[src/rtl/ipram_arbiter.sv]
// Two-port arbiter sharing the 1024x32 program SRAM between CPU fetch and the debug/loader port.
// Optional starvation guard for the debug port: define IPRAM_STARVE_GUARD_EN.
//
// state  | meaning
// IDLE   | no read outstanding
// CPU_RD | CPU read issued last cycle, return its byte now
// DBG_RD | debug read issued last cycle, return its byte now
module ipram_arbiter #(
  parameter int STARVE_MAX = 8
) (
  input  logic        clk,
  input  logic        reset,
  input  logic        cpu_req,
  input  logic [11:0] cpu_addr,
  output logic        cpu_gnt,
  output logic [7:0]  cpu_rdata,
  output logic        cpu_rvalid,
  input  logic        dbg_req,
  input  logic        dbg_we,
  input  logic [11:0] dbg_addr,
  input  logic [7:0]  dbg_wdata,
  output logic        dbg_gnt,
  output logic [7:0]  dbg_rdata,
  output logic        dbg_rvalid,
  output logic        ram_csb,
  output logic [3:0]  ram_web,
  output logic [9:0]  ram_addr,
  output logic [31:0] ram_di,
  input  logic [31:0] ram_do
);

  typedef enum logic [1:0] {
    IDLE   = 2'd0,
    CPU_RD = 2'd1,
    DBG_RD = 2'd2
  } state_t;

  state_t      state, state_nxt;
  logic [1:0]  lane_q, lane_nxt;
  logic [7:0]  cpu_rdata_q, dbg_rdata_q;
  logic [7:0]  rd_byte;
  logic        dbg_force;

  if (STARVE_MAX < 1 || STARVE_MAX > 255) begin : g_bad_param
    $error("ipram_arbiter: STARVE_MAX out of range 1..255");
  end

`ifdef IPRAM_STARVE_GUARD_EN
  logic [7:0] starve_cnt;

  assign dbg_force = (starve_cnt == 8'(STARVE_MAX));

  always_ff @(posedge clk) begin
    if (reset) begin
      starve_cnt <= 8'd0;
    end else if (!dbg_req || dbg_gnt) begin
      starve_cnt <= 8'd0;
    end else if (!dbg_force) begin
      starve_cnt <= starve_cnt + 8'd1;
    end
  end
`else
  assign dbg_force = 1'b0;
`endif

  // CPU has priority except when the debug port has waited its maximum
  assign cpu_gnt = !reset && cpu_req && !(dbg_req && dbg_force);
  assign dbg_gnt = !reset && dbg_req && (!cpu_req || dbg_force);

  always_comb begin
    ram_csb  = 1'b1;
    ram_web  = 4'b1111;
    ram_addr = 10'd0;
    ram_di   = 32'd0;
    if (cpu_gnt) begin
      ram_csb  = 1'b0;
      ram_addr = cpu_addr[11:2];
    end else if (dbg_gnt) begin
      ram_csb  = 1'b0;
      ram_addr = dbg_addr[11:2];
      if (dbg_we) begin
        ram_web = ~(4'b1000 >> dbg_addr[1:0]);
        ram_di  = {4{dbg_wdata}};
      end
    end
  end

  always_comb begin
    state_nxt = IDLE;
    lane_nxt  = lane_q;
    if (cpu_gnt) begin
      state_nxt = CPU_RD;
      lane_nxt  = cpu_addr[1:0];
    end else if (dbg_gnt && !dbg_we) begin
      state_nxt = DBG_RD;
      lane_nxt  = dbg_addr[1:0];
    end
  end

  // big-endian lanes: byte 0 sits in bits 31:24
  always_comb begin
    rd_byte = ram_do[31:24];
    case (lane_q)
      2'd0:    rd_byte = ram_do[31:24];
      2'd1:    rd_byte = ram_do[23:16];
      2'd2:    rd_byte = ram_do[15:8];
      default: rd_byte = ram_do[7:0];
    endcase
  end

  // a read outstanding when reset arrives is dropped without a pulse
  assign cpu_rvalid = (state == CPU_RD) && !reset;
  assign dbg_rvalid = (state == DBG_RD) && !reset;
  assign cpu_rdata  = cpu_rvalid ? rd_byte : cpu_rdata_q;
  assign dbg_rdata  = dbg_rvalid ? rd_byte : dbg_rdata_q;

  always_ff @(posedge clk) begin
    if (reset) begin
      state       <= IDLE;
      lane_q      <= 2'd0;
      cpu_rdata_q <= 8'd0;
      dbg_rdata_q <= 8'd0;
    end else begin
      state  <= state_nxt;
      lane_q <= lane_nxt;
      if (cpu_rvalid) cpu_rdata_q <= rd_byte;
      if (dbg_rvalid) dbg_rdata_q <= rd_byte;
    end
  end

endmodule

[config.mk]
export PLATFORM = sky130hd
export DESIGN_NAME = ipram_arbiter
export DESIGN_NICKNAME = d
export VERILOG_FILES = /design/src/rtl/ipram_arbiter.sv
export SDC_FILE = /design/constraint.sdc
export NUM_CORES = 1
export LEC_CHECK = 0
export CORE_MARGIN = 2
export CORE_UTILIZATION = 32
export DETAILED_ROUTE_END_ITERATION = 8
export GPL_TIMING_DRIVEN = 0
export PLACE_DENSITY = 0.77
export SKIP_LAST_GASP = 1
export SYNTH_ARGS = -nofsm -noshare
export SYNTH_HDL_FRONTEND = slang
export SYNTH_SLANG_ARGS = --single-unit
export TNS_END_PERCENT = 10
[constraint.sdc]
create_clock -name clk -period 3.35 [get_ports clk]
set_clock_uncertainty 0.1 [all_clocks]
set_input_delay 1.005 -clock clk [delete_from_list [all_inputs] [get_ports clk]]
set_output_delay 1.005 -clock clk [all_outputs]
set_load 0.03 [all_outputs]
After elaboration in Yosys (flattened, before gate mapping)
Cells that the tools add are included.

word-level totals
  register bits after elaboration = 20
  output and inout bits = 67
  word-level logic and storage cells = 40

operators by class
  equality and inequality tests = 4
  shifts and indexed selects = 1
  muxes and demuxes = 17
  bitwise operators = 1
  reductions and logical operators = 12

operators by type and width
  operator                                                                count
  32-bit 2-to-1 mux                                                       3
  8-bit case mux with 3 select lines                                      1
  10-bit 2-to-1 mux                                                       2
  8-bit 2-to-1 mux                                                        2
  4-bit 2-to-1 mux                                                        3
  1-bit logical AND                                                       6
  2-bit 2-to-1 mux                                                        3
  2-bit by 1-bit equality test with 1-bit output (second input constant)  2
  2-bit equality test (second input constant)                             2
  4-bit inverter                                                          1
  4-bit by 2-bit right shift with 4-bit output (first input constant)     1
  1-bit zero test                                                         3
  1-bit 2-to-1 mux                                                        3
  2-bit zero test                                                         1
  2-bit nonzero test                                                      1
  2-bit OR reduction                                                      1

Depth between registers and ports, before layout
  depth in word-level cells = 6
  gate-level depth with buffers = 5

Worst setup path before layout
OpenSTA, ideal clock, no wires.

  path type = input port to output port
  start = input port cpu_req
  end = output port ram_di[10]
  arrival time = 2270 ps
  data required time = 2245 ps
  setup slack = -25 ps
  stages = 5
  path buffers = 3
  cells stage by stage = clkbuf_1 nor3b_2 buf_2 and3_1 buf_4

on the way
  cells in the longest elaborated chain, start to end = 4
  elaborated cells between the ends (all ways) = 5
  those cells by class = 2 x mux; 3 x reduce/logical

ends and longest elaborated chain
  what                 RTL line  RTL
  start: declaration   13        input logic cpu_req,
  1-bit zero test      68        assign dbg_gnt = !reset && dbg_req && (!cpu_req || dbg_force);
  1-bit logical AND    68
  32-bit 2-to-1 mux    78        end else if (dbg_gnt) begin
  32-bit 2-to-1 mux *  75        if (cpu_gnt) begin
  end: declaration     28        output logic [31:0] ram_di,

Mark *: on every way between the ends. The rest lies on a longest branch, timed or not.

Worst setup path after layout
  start = input port reset
  end = output port dbg_rdata[6]

on the way
  cells in the longest elaborated chain, start to end = 3

ends and longest elaborated chain
  what                RTL line  RTL
  start: declaration  12        input logic reset,
  1-bit zero test     113       assign dbg_rvalid = (state == DBG_RD) && !reset;
  1-bit logical AND   113
  8-bit 2-to-1 mux    --
  end: declaration    23        output logic [7:0] dbg_rdata,

No other way between the ends.

==> summary.txt <==
Critical path
  • WP data arrival: 2.27 ns
  • Reg2Reg Capture Point: dbg_rdata_q[6]
  • Crit. End Element: primary output
  • Crit path launch type: input port
  • CP endpoint: dbg_rdata[6]
  • WS Path Type: input port to primary output
  • CP required: between 2 and 2.5 ns
  • FF-to-FF Start: lane_q[0]
  • Reg-to-reg slack, setup: ~1.7 ns
  • Crit. Startpoint: reset
  • Max FO, Critical Path: 8
  • R2R cell count: 6

Floorplan
  • CORE AREA: 0.00475 mm2
  • Die width: 74.7 um
  • Die area: 0.00557 mm2
  • Die height: approximately 75 um
  • Initial Utilization: 33.6%
  • I/O pin cnt: 136
  • Placement Rows: 25

Detailed routing
  • DRC Markers: 0
  • Via density: between 4 and 5
  • DR vias: about 1800
  • Drt pass-1 iters: 4
  • DRT iter0 DRCs: 54
  • DRT Wirelength: 5710 um
  • Routed Antenna Nets: 0
  • Drt wl/cell: between 15 and 20 um

Power and ir drop
  • Pwr Total: between 0.0007 and 0.0008 W
  • Worst VDD drop: around 0.00014 V
  • Cell Pwr Density: approximately 250 mW/mm2
  • Leakage Power: 1.62 nW

Place
  • Port Buf Inserts: 134
  • Final GP Congestion: about 0.76
  • DP Cell Count: between 300 and 400
  • Final HPWL DP: 4650 um

Clocking
  • CTS Buf Count: 3
  • CTS max path bufs: 2
  • Clk slew on worst S/H paths: about 0.07 ns
  • Post-CTS Hold Fix Bufs: 0
  • Clk Latency, worst-skew pair: roughly 0.26 ns
  • Root Buffer: clkbuf_8
  • Clock sink count: 20
  • TritonCTS clock tree: built
  • CTS HTree Levels: 1

STA
  • PnR worst setup slack: -0.0262 ns
  • RSZ-0062 raised after global routing: true
  • Fin crit period: roughly 3.4 ns
  • Worst-Margin Slew: approximately 0.75 ns
  • Rel. slew slack: between 50% and 60%
  • Final hold violation count: 0
  • Endpoints failing setup: 9
  • Final worst-path cycle share: 101%
  • Slew Viols, Final: 0
  • F_max: around 300 MHz

Global route
  • Overall Global Routing Usage: between 20% and 30%
  • Pin count of the biggest net entering global routing: 12
  • Initial antenna violation count: 0
  • Vias in the first global route: ~1800
  • GRT overflow: 0
  • First-pass GRT wire length: approximately 8700 um

Run status
  • Status: finished, violations left
  • Violated checks: negative setup slack

Final layout
  • Non-filler cells, final: 378
  • Seq. cell area: 400 um2
  • Most common cell after layout, fill and taps aside: clkdlybuf4s50_1
  • Leading cell types in the layout, fill and taps excluded: clkdlybuf4s50_1, buf_4, a21o_1
  • Fillcell total: around 450
  • Layout cell share with drive strength beyond 1: about 44%
  • Combined area of the multi-input logic cells: about 0.0010 mm2
  • Nets: 381
  • N_diodes: 0
  • Area grow syn2layout: 92.5%

Yosys
  • Yosys cell types: 28
  • Yosys reg bits: 20
  • Cell area after synthesis: ~0.0016 mm2
  • Sequential fraction of the synthesis area: 25.1%
  • Syn_area_per_cell: 9.29 um2
  • Synth Net Count: 241
  • Synth Instances: approximately 170
  • Ys Warns: 0

Run
  • Max cap viols: 0

Worst hold path
  • Hold_sp: dbg_rdata_q[7]
  • HP Class: flip-flop to flip-flop
cell usage after synthesis:
cell	number	area, um2
a21o_1	32	240
a21oi_1	4	20.0
a22o_1	10	87.6
and3_1	8	50.1
buf_2	4	20.0
buf_4	25	188
buf_6	4	45.0
clkbuf_1	4	15.0
clkbuf_8	1	13.8
dfxtp_1	20	400
inv_1	5	18.8
mux2_2	2	22.5
mux2i_1	16	160
nand2_1	1	3.75
nand2b_1	1	6.26
nand4_1	1	6.26
nand4b_1	2	17.5
nand4bb_1	2	22.5
nor2_1	2	7.51
nor2b_1	1	6.26
nor3_1	2	10.0
nor3b_1	2	15.0
nor3b_2	1	12.5
o21bai_1	1	7.51
o22ai_1	6	37.5
o22ai_2	10	125
or3_1	3	18.8
or4b_1	2	20.0
registers in the layout (all words and copies together) (netlist names):
signal,cells
lane_q,2
cpu_rdata_q,8
dbg_rdata_q,8
state,2
report_power, final:
group          total (W)  leakage, nW  switching [W]  internal [W]
clock network   0.000185       0.0288      0.0000799      0.000105
registers       0.000258        0.163     0.00000814      0.000250
logic           0.000316         1.43       0.000152      0.000164
total           0.000758         1.62       0.000240      0.000518
area by class of cell:
type	instances	area share [%]
Inverter	5	0.610
Clock buffer	4	1.79
Multi-Input combinational cell	109	33.6
Sequential cell	20	13.0
Tap cell	67	2.73
Buffer	36	9.76
Timing Repair Buffer	137	38.5
how the worst min path moves through the flow:
stage | depth (start not counted) | end | slack [ns]
6_report | 1 | dbg_rdata_q[7] | 0.36
3_3_place_gp | 1 | cpu_rdata_q[3] | 0.33
5_1_grt | 1 | cpu_rdata_q[3] | 0.37
3_5_place_dp | 1 | dbg_rdata_q[3] | 0.34
2_1_floorplan | 1 | dbg_rdata_q[0] | 0.33
4_1_cts | 1 | dbg_rdata_q[5] | 0.36
kinds of logic (layout without fill, tap and decap cells):
logic type | after synthesis | after routing | synth area share (%)
flops | 20 | 20 | 25.1
simple gates | 28 | 28 | 12.3
mux | 18 | 18 | 11.4
compound gates | 63 | 63 | 32.4
buf+inv | 43 | 182 | 18.8
layer usage:
layer / up-vias / track usage, % / share of wire (%)
met5: - / 0 / 0
met4: 0 / 4.17 / 0.95
met3: 7 / 5.62 / 11
met2: 98 / 38.1 / 51
met1: 831 / 22.7 / 37
li1: 894 / - / -
worst max-delay path, cell delays in order:
cell and delay [ns]:
buf_2 0.13, or4b_1 0.52, buf_6 0.17, o22ai_4 0.18, a21o_1 0.13, buf_6 0.13
through the flow:
| stage | cell area (um2) | hold slack (ns) | util (%) | setup TNS, ns | worst slack [ns] |
|---|---|---|---|---|---|
| floorplan | 1600 | 0.327 | - | -0.296 | -0.0247 |
| global placement | 3020 | 0.333 | 63.6 | -59.34 | -1.08 |
| detailed placement | 3020 | 0.339 | 63.6 | -59.00 | -1.08 |
| CTS | 3070 | 0.358 | 64.6 | -0.929 | -0.0883 |
| global route | 3080 | 0.373 | 64.7 | -1.80 | -0.0658 |
| finish | 3080 | 0.355 | 64.7 | -0.109 | -0.0262 |
timing repair:
item                                    CTS  global route
endpoints found under the setup margin   67            47
gates resized for setup                 352            13
buffers inserted                          2             0
pin swaps                                 3             1
endpoints found under the hold margin     0             0
gates cloned                              1             0
Note: power is estimated with default switching activity, not from simulation.
